## src/rtl/hazard_pkg.sv

```systemverilog
// Shared types and constants for the pipeline hazard/stall control slice.
package hazard_pkg;

  localparam int REG_W = 5;
  localparam logic [REG_W-1:0] ZERO_REG = 5'd0;

  typedef enum logic {
    HZ_RUN  = 1'b0,
    HZ_HOLD = 1'b1
  } hz_state_t;

  // A producer destination conflicts with the ID instruction's sources; $0 never conflicts.
  function automatic logic reg_match(input logic [REG_W-1:0] dst,
                                     input logic [REG_W-1:0] rs,
                                     input logic [REG_W-1:0] rt,
                                     input logic             uses_rt);
    reg_match = (dst != ZERO_REG) && ((dst == rs) || (uses_rt && (dst == rt)));
  endfunction

endpackage

```

## src/rtl/hazard_stall_unit_sat_counter.sv

```systemverilog
// Saturating up-counter with synchronous clear taking priority over increment.
module sat_counter
  import hazard_pkg::*;
#(
  parameter int W = 16
) (
  input  logic         clk,
  input  logic         rst,
  input  logic         clr,
  input  logic         inc,
  output logic [W-1:0] count
);

  localparam logic [W-1:0] CNT_MAX = {W{1'b1}};
  localparam logic [W-1:0] CNT_ONE = {{(W-1){1'b0}}, 1'b1};

  // Count register: clear, saturating increment, or hold.
  always_ff @(posedge clk or posedge rst) begin
    if (rst) begin
      count <= {W{1'b0}};
    end else if (clr) begin
      count <= {W{1'b0}};
    end else if (inc && (count != CNT_MAX)) begin
      count <= count + CNT_ONE;
    end else begin
      count <= count;
    end
  end

endmodule

```

## src/rtl/hazard_stall_unit.sv

```systemverilog
// Load-use / branch-operand hazard detection driving PC hold, IF/ID hold/flush
// and ID/EXE bubble, with a RUN/HOLD sequencer for the two-cycle branch-on-load case.
module hazard_stall_unit
  import hazard_pkg::*;
#(
  parameter int CNT_W = 16
) (
  input  logic             clk,
  input  logic             rst,
  input  logic [REG_W-1:0] id_rs,
  input  logic [REG_W-1:0] id_rt,
  input  logic             id_uses_rt,
  input  logic             id_branch,
  input  logic             branch_taken,
  input  logic             ex_mem_read,
  input  logic             ex_reg_write,
  input  logic [REG_W-1:0] ex_dst,
  input  logic             mem_mem_read,
  input  logic [REG_W-1:0] mem_dst,
  input  logic             mem_ready,
  input  logic             stat_clear,
  output logic             pc_write,
  output logic             if_id_write,
  output logic             if_id_flush,
  output logic             id_exe_bubble,
  output logic             global_stall,
  output logic [CNT_W-1:0] stall_cycles,
  output logic [CNT_W-1:0] flush_count
);

  hz_state_t state_r;
  hz_state_t state_next_s;
  logic      stall_left_r;
  logic      stall_left_next_s;

  logic ex_match_s;
  logic mem_match_s;
  logic lu_s;
  logic ba_s;
  logic bl2_s;
  logic bl1_s;
  logic freeze_s;
  logic stall_s;
  logic stall_inc_s;
  logic clr_s;

  // Hazard classification against the EXE and MEM producers.
  always_comb begin
    ex_match_s  = reg_match(ex_dst, id_rs, id_rt, id_uses_rt);
    mem_match_s = reg_match(mem_dst, id_rs, id_rt, id_uses_rt);
    lu_s        = ex_mem_read && ex_match_s;
    ba_s        = id_branch && ex_reg_write && !ex_mem_read && ex_match_s;
    bl2_s       = id_branch && ex_mem_read && ex_match_s;
    bl1_s       = id_branch && mem_mem_read && mem_match_s;
    freeze_s    = !mem_ready;
    stall_s     = (state_r == HZ_HOLD) || lu_s || ba_s || bl2_s || bl1_s;
  end

  // Next-state logic; a frozen pipeline keeps the sequencer exactly where it is.
  always_comb begin
    state_next_s      = state_r;
    stall_left_next_s = stall_left_r;
    if (freeze_s) begin
      state_next_s      = state_r;
      stall_left_next_s = stall_left_r;
    end else begin
      case (state_r)
        HZ_RUN: begin
          if (bl2_s) begin
            state_next_s      = HZ_HOLD;
            stall_left_next_s = 1'b0;
          end else begin
            state_next_s      = HZ_RUN;
          end
        end
        HZ_HOLD: begin
          if (stall_left_r == 1'b0) begin
            state_next_s      = HZ_RUN;
          end else begin
            state_next_s      = HZ_HOLD;
            stall_left_next_s = stall_left_r - 1'b1;
          end
        end
        default: begin
          state_next_s      = HZ_RUN;
          stall_left_next_s = 1'b0;
        end
      endcase
    end
  end

  // Sequencer state register.
  always_ff @(posedge clk or posedge rst) begin
    if (rst) begin
      state_r      <= HZ_RUN;
      stall_left_r <= 1'b0;
    end else begin
      state_r      <= state_next_s;
      stall_left_r <= stall_left_next_s;
    end
  end

  // Pipeline control outputs: reset, then freeze, then stall, then flush/normal.
  always_comb begin
    pc_write      = 1'b1;
    if_id_write   = 1'b1;
    if_id_flush   = 1'b0;
    id_exe_bubble = 1'b0;
    global_stall  = 1'b0;
    if (rst) begin
      pc_write      = 1'b0;
      if_id_write   = 1'b0;
      id_exe_bubble = 1'b1;
    end else if (freeze_s) begin
      pc_write      = 1'b0;
      if_id_write   = 1'b0;
      global_stall  = 1'b1;
    end else if (stall_s) begin
      pc_write      = 1'b0;
      if_id_write   = 1'b0;
      id_exe_bubble = 1'b1;
    end else begin
      if_id_flush   = branch_taken;
    end
  end

  // Counter controls; a frozen cycle neither counts nor clears.
  always_comb begin
    stall_inc_s = stall_s && !freeze_s;
    clr_s       = stat_clear && !freeze_s;
  end

  sat_counter #(.W(CNT_W)) u_stall_cnt (
    .clk   (clk),
    .rst   (rst),
    .clr   (clr_s),
    .inc   (stall_inc_s),
    .count (stall_cycles)
  );

  sat_counter #(.W(CNT_W)) u_flush_cnt (
    .clk   (clk),
    .rst   (rst),
    .clr   (clr_s),
    .inc   (if_id_flush),
    .count (flush_count)
  );

endmodule

```

## config.mk

```make
export PLATFORM = sky130hd
export DESIGN_NAME = hazard_stall_unit
export DESIGN_NICKNAME = d
export VERILOG_FILES = /design/src/rtl/hazard_pkg.sv /design/src/rtl/hazard_stall_unit_sat_counter.sv /design/src/rtl/hazard_stall_unit.sv
export SDC_FILE = /design/constraint.sdc
export NUM_CORES = 1
export LEC_CHECK = 0
export BUFFER_PORTS_ARGS = -buffer_cell sky130_fd_sc_hd__buf_2
export CORE_ASPECT_RATIO = 2
export CORE_MARGIN = 2
export CORE_UTILIZATION = 42
export DETAILED_ROUTE_END_ITERATION = 10
export PLACE_DENSITY = 0.67
export SETUP_SLACK_MARGIN = 0.1
export SLEW_MARGIN = 25
export SYNTH_ARGS = -nofsm -noshare
export SYNTH_HDL_FRONTEND = slang
export SYNTH_SLANG_ARGS = --single-unit
```

## constraint.sdc

```tcl
create_clock -name clk -period 2.61 [get_ports clk]
set_input_delay 0.1305 -clock clk [delete_from_list [all_inputs] [get_ports clk]]
set_output_delay 0.1305 -clock clk [all_outputs]
set_load 0.05 [all_outputs]
```

==> flow_metrics.py <==
metrics = {
    "power_and_ir_drop": {
        "ir_worst_vdd_uv": 398,
        "power_uw": 1310,
        "cellLeakagePower_uw": 0.00127,
        "powerDensity_nw_per_um2": 475,
    },
    "layout": {
        "utilization_pct": 53.6,
        "layout-drive-gt1-share_pct": 30.6,
        "nNetsFinal": 338,
        "diodes": 0,
        "layout_commonest_cell": "buf_2",
        "layout_common_cells": "buf_2 (66), dfrtp_1 (33), xnor2_1 (25), nand2_1 (24), nor2_1 (24)",
        "areaGrowthSynthToFinish_pct": 23.8,
    },
    "timing": {
        "fin_setup_tns_ps": 0,
        "setup_viol": 0,
        "finalHoldViolCount": 0,
        "fin_worst_skew_ps": 9.32,
        "max_freq_ghz": 0.424,
        "rsz0062_at_grt": "false",
        "finalMaxSlewViolations": 0,
        "worstMarginPinSlew_ps": 575,
        "slew_headroom_pct": 61.5,
        "fin_crit_sh_pct": 90.3,
        "fin_crit_ps": 2360,
    },
    "synthesis": {
        "synthArstFlopShare_pct": 100,
        "netlist_area_um2": 2230,
        "ys_ff_latch": 33,
        "ys.warnings.count": 0,
        "syn_nets": 269,
        "synth_top_area_share_pct": 37.1,
        "yosysUniqueCellTypes": 45,
        "synth_flop_cell": "dfrtp_1",
        "synth_area_leaders": "dfrtp_1 (37%), xnor2_1 (9.8%), nand2_1 (4.0%)",
        "synth-edff-count": 0,
        "yosys.area.top_type": "dfrtp_1",
        "postSynthCellCount": 237,
        "syn_avg_cell_area_um2": 9.40,
        "yosysSeqAreaShare_pct": 37.1,
    },
    "floorplanning": {
        "die_area_um2": 5940,
        "start_util_pct": 43.3,
        "ios": 67,
        "rows": 37,
        "fp.dieH_um": 107,
        "die_x_um": 55.5,
        "core_area_um2": 5140,
    },
    "detailed_routing": {
        "dr.pass1.iters": 4,
        "drcViolationCount": 0,
        "ant_nets": 0,
        "viasPerCell": 5.49,
        "vias": 2003,
        "drt-initial-drc-count": 63,
        "wl_um": 5480,
        "routedWlPerCell_um": 15.0,
    },
    "status": {
        "status": "complete, no violations",
    },
    "global_route": {
        "busiest_layer": "met2",
        "grt_first_pass_wirelength_um": 9140,
        "grt_use_met3_pct": 3.26,
        "grt_antenna_before_repair": 0,
        "grt_pass1_vias": 1975,
        "track_usage_pct": 19.4,
        "use_met1_pct": 20.0,
        "use_met2_pct": 36.7,
        "grt_max_degree": 35,
        "overflow": 0,
    },
    "clocking": {
        "cts_buffers": 5,
        "cts_buffer_depth": 2,
        "ctsResizeCount": 0,
        "cts_post_setup_buffers_inserted": 0,
        "tritoncts": "built",
        "h-tree-depth": 2,
        "holdBufCountCts": 0,
        "clkLatencyLatePin_ps": 290,
        "cts.sinks": 33,
        "clk_pin_slew_ps": 80,
        "cts_root_buf": "clkbuf_8",
    },
    "critical_path": {
        "max_stage_delay_ps": 560,
        "ff2ff_setup_slack_ps": 250,
        "worst_setup_path_end_kind": "flip-flop",
        "cp.required_ps": 2830,
        "reg2reg_depth": 7,
        "path_class": "flip-flop to flip-flop",
        "start_kind": "flip-flop",
        "crit_fanout": 18,
        "arrival_ps": 2570,
        "r2r_end": "u_flush_cnt.count[5]",
        "path_cells": "and4_1, and3_1, and3_4, a41oi_2, nand3_2, or4_1, a21oi_1",
        "r2r-start": "u_flush_cnt.count[7]",
        "cp_slowest_cell": "or4_1",
    },
    "placed_design": {
        "hpwl_um": 4300,
        "io_buffer_count": 66,
        "gp_congestion": 0.770,
    },
    "run": {
        "maxCapViolations": 0,
    },
    "worst_hold_path": {
        "hold_path_class": "primary input to async pin",
    },
}
[cells in the mapped netlist, types with 2 or more instances]
master / number
or3_1: 7
a21oi_1: 13
buf_4: 2
nor3_1: 4
a2111oi_4: 3
a41o_1: 2
o21ai_0: 7
nand2_1: 24
dfrtp_1: 33
a31oi_1: 3
a31o_1: 2
a21o_1: 5
inv_1: 6
or4_1: 3
and3_1: 3
o211ai_1: 2
nand4_1: 10
mux2i_1: 3
and2_1: 6
clkbuf_1: 5
xor2_1: 6
nand3_1: 17
nor2_1: 24
xnor2_1: 25
ha_1: 2
[cells by family after synthesis]
kind of cell               count (synthesis)  share of synthesized area [%]
buffers and inverters                     15                           3.26
and+or+nand+nor                          106                           24.7
muxes                                      4                           1.85
AOI/OAI and AO/OA                         46                           19.8
xor gates and xnor gates                  31                           12.2
adders and majority gates                  2                           1.12
DFF                                       33                           37.1
[state kept, by name, summed over array words and instances (netlist names)]
signal and flops:
u_stall_cnt.count 16, u_flush_cnt.count 16, state_r 1
[worst max-delay path by stage]
| stage | slack, ps | to | depth (start not counted) | from |
|---|---|---|---|---|
| floorplan | 160 | u_stall_cnt.count[9] | 6 | u_stall_cnt.count[7] |
| global placement | 350 | u_flush_cnt.count[5] | 7 | u_flush_cnt.count[8] |
| detailed placement | 310 | u_flush_cnt.count[5] | 7 | u_flush_cnt.count[7] |
| CTS | 280 | u_flush_cnt.count[5] | 7 | u_flush_cnt.count[7] |
| global route | 130 | u_flush_cnt.count[5] | 7 | u_flush_cnt.count[7] |
| finish | 250 | u_flush_cnt.count[5] | 7 | u_flush_cnt.count[7] |
[worst max-delay path: cells and delay by family, from the launching register on]
| family | cells | cell delay [ps] |
|---|---|---|
| and+or+nand+nor | 5 | 1490 |
| DFF | 1 | 430 |
| AOI/OAI and AO/OA | 2 | 370 |
[per-stage QoR]
stage / hold WS (ps) / std cells / setup WS [ps] / area [µm²]
global placement: 350 / 357 / 348 / 2620
CTS: 46.0 / 365 / 280 / 2760
global route: 93.6 / 365 / 128 / 2760
finish: 23.1 / 365 / 252 / 2760
detailed placement: 353 / 357 / 309 / 2620
floorplan: 285 / 237 / 163 / 2230
[report_power, final]
part | switching (µW) | total [µW] | internal (µW)
Combinational | 132 | 202 | 69.6
Clock | 202 | 582 | 380
Sequential | 8.26 | 526 | 518
[routing by layer]
layer  routed length (µm)  part of all wire, %
met5                    0                    0
met4                  194                  3.5
met3                  229                  4.2
met2                 3100                   57
met1                 1950                   36
[area by class of cell]
cell class | count | area [µm²]
fillers | 484 | 2380
multi-input cells | 189 | 1330
flip-flops and latches | 33 | 826
repair buffers | 71 | 368
well taps | 58 | 72.6
clock buffers | 5 | 68.8
clock inverters | 3 | 65.1
inverters | 6 | 22.5
(Power assumes the default switching activity.)
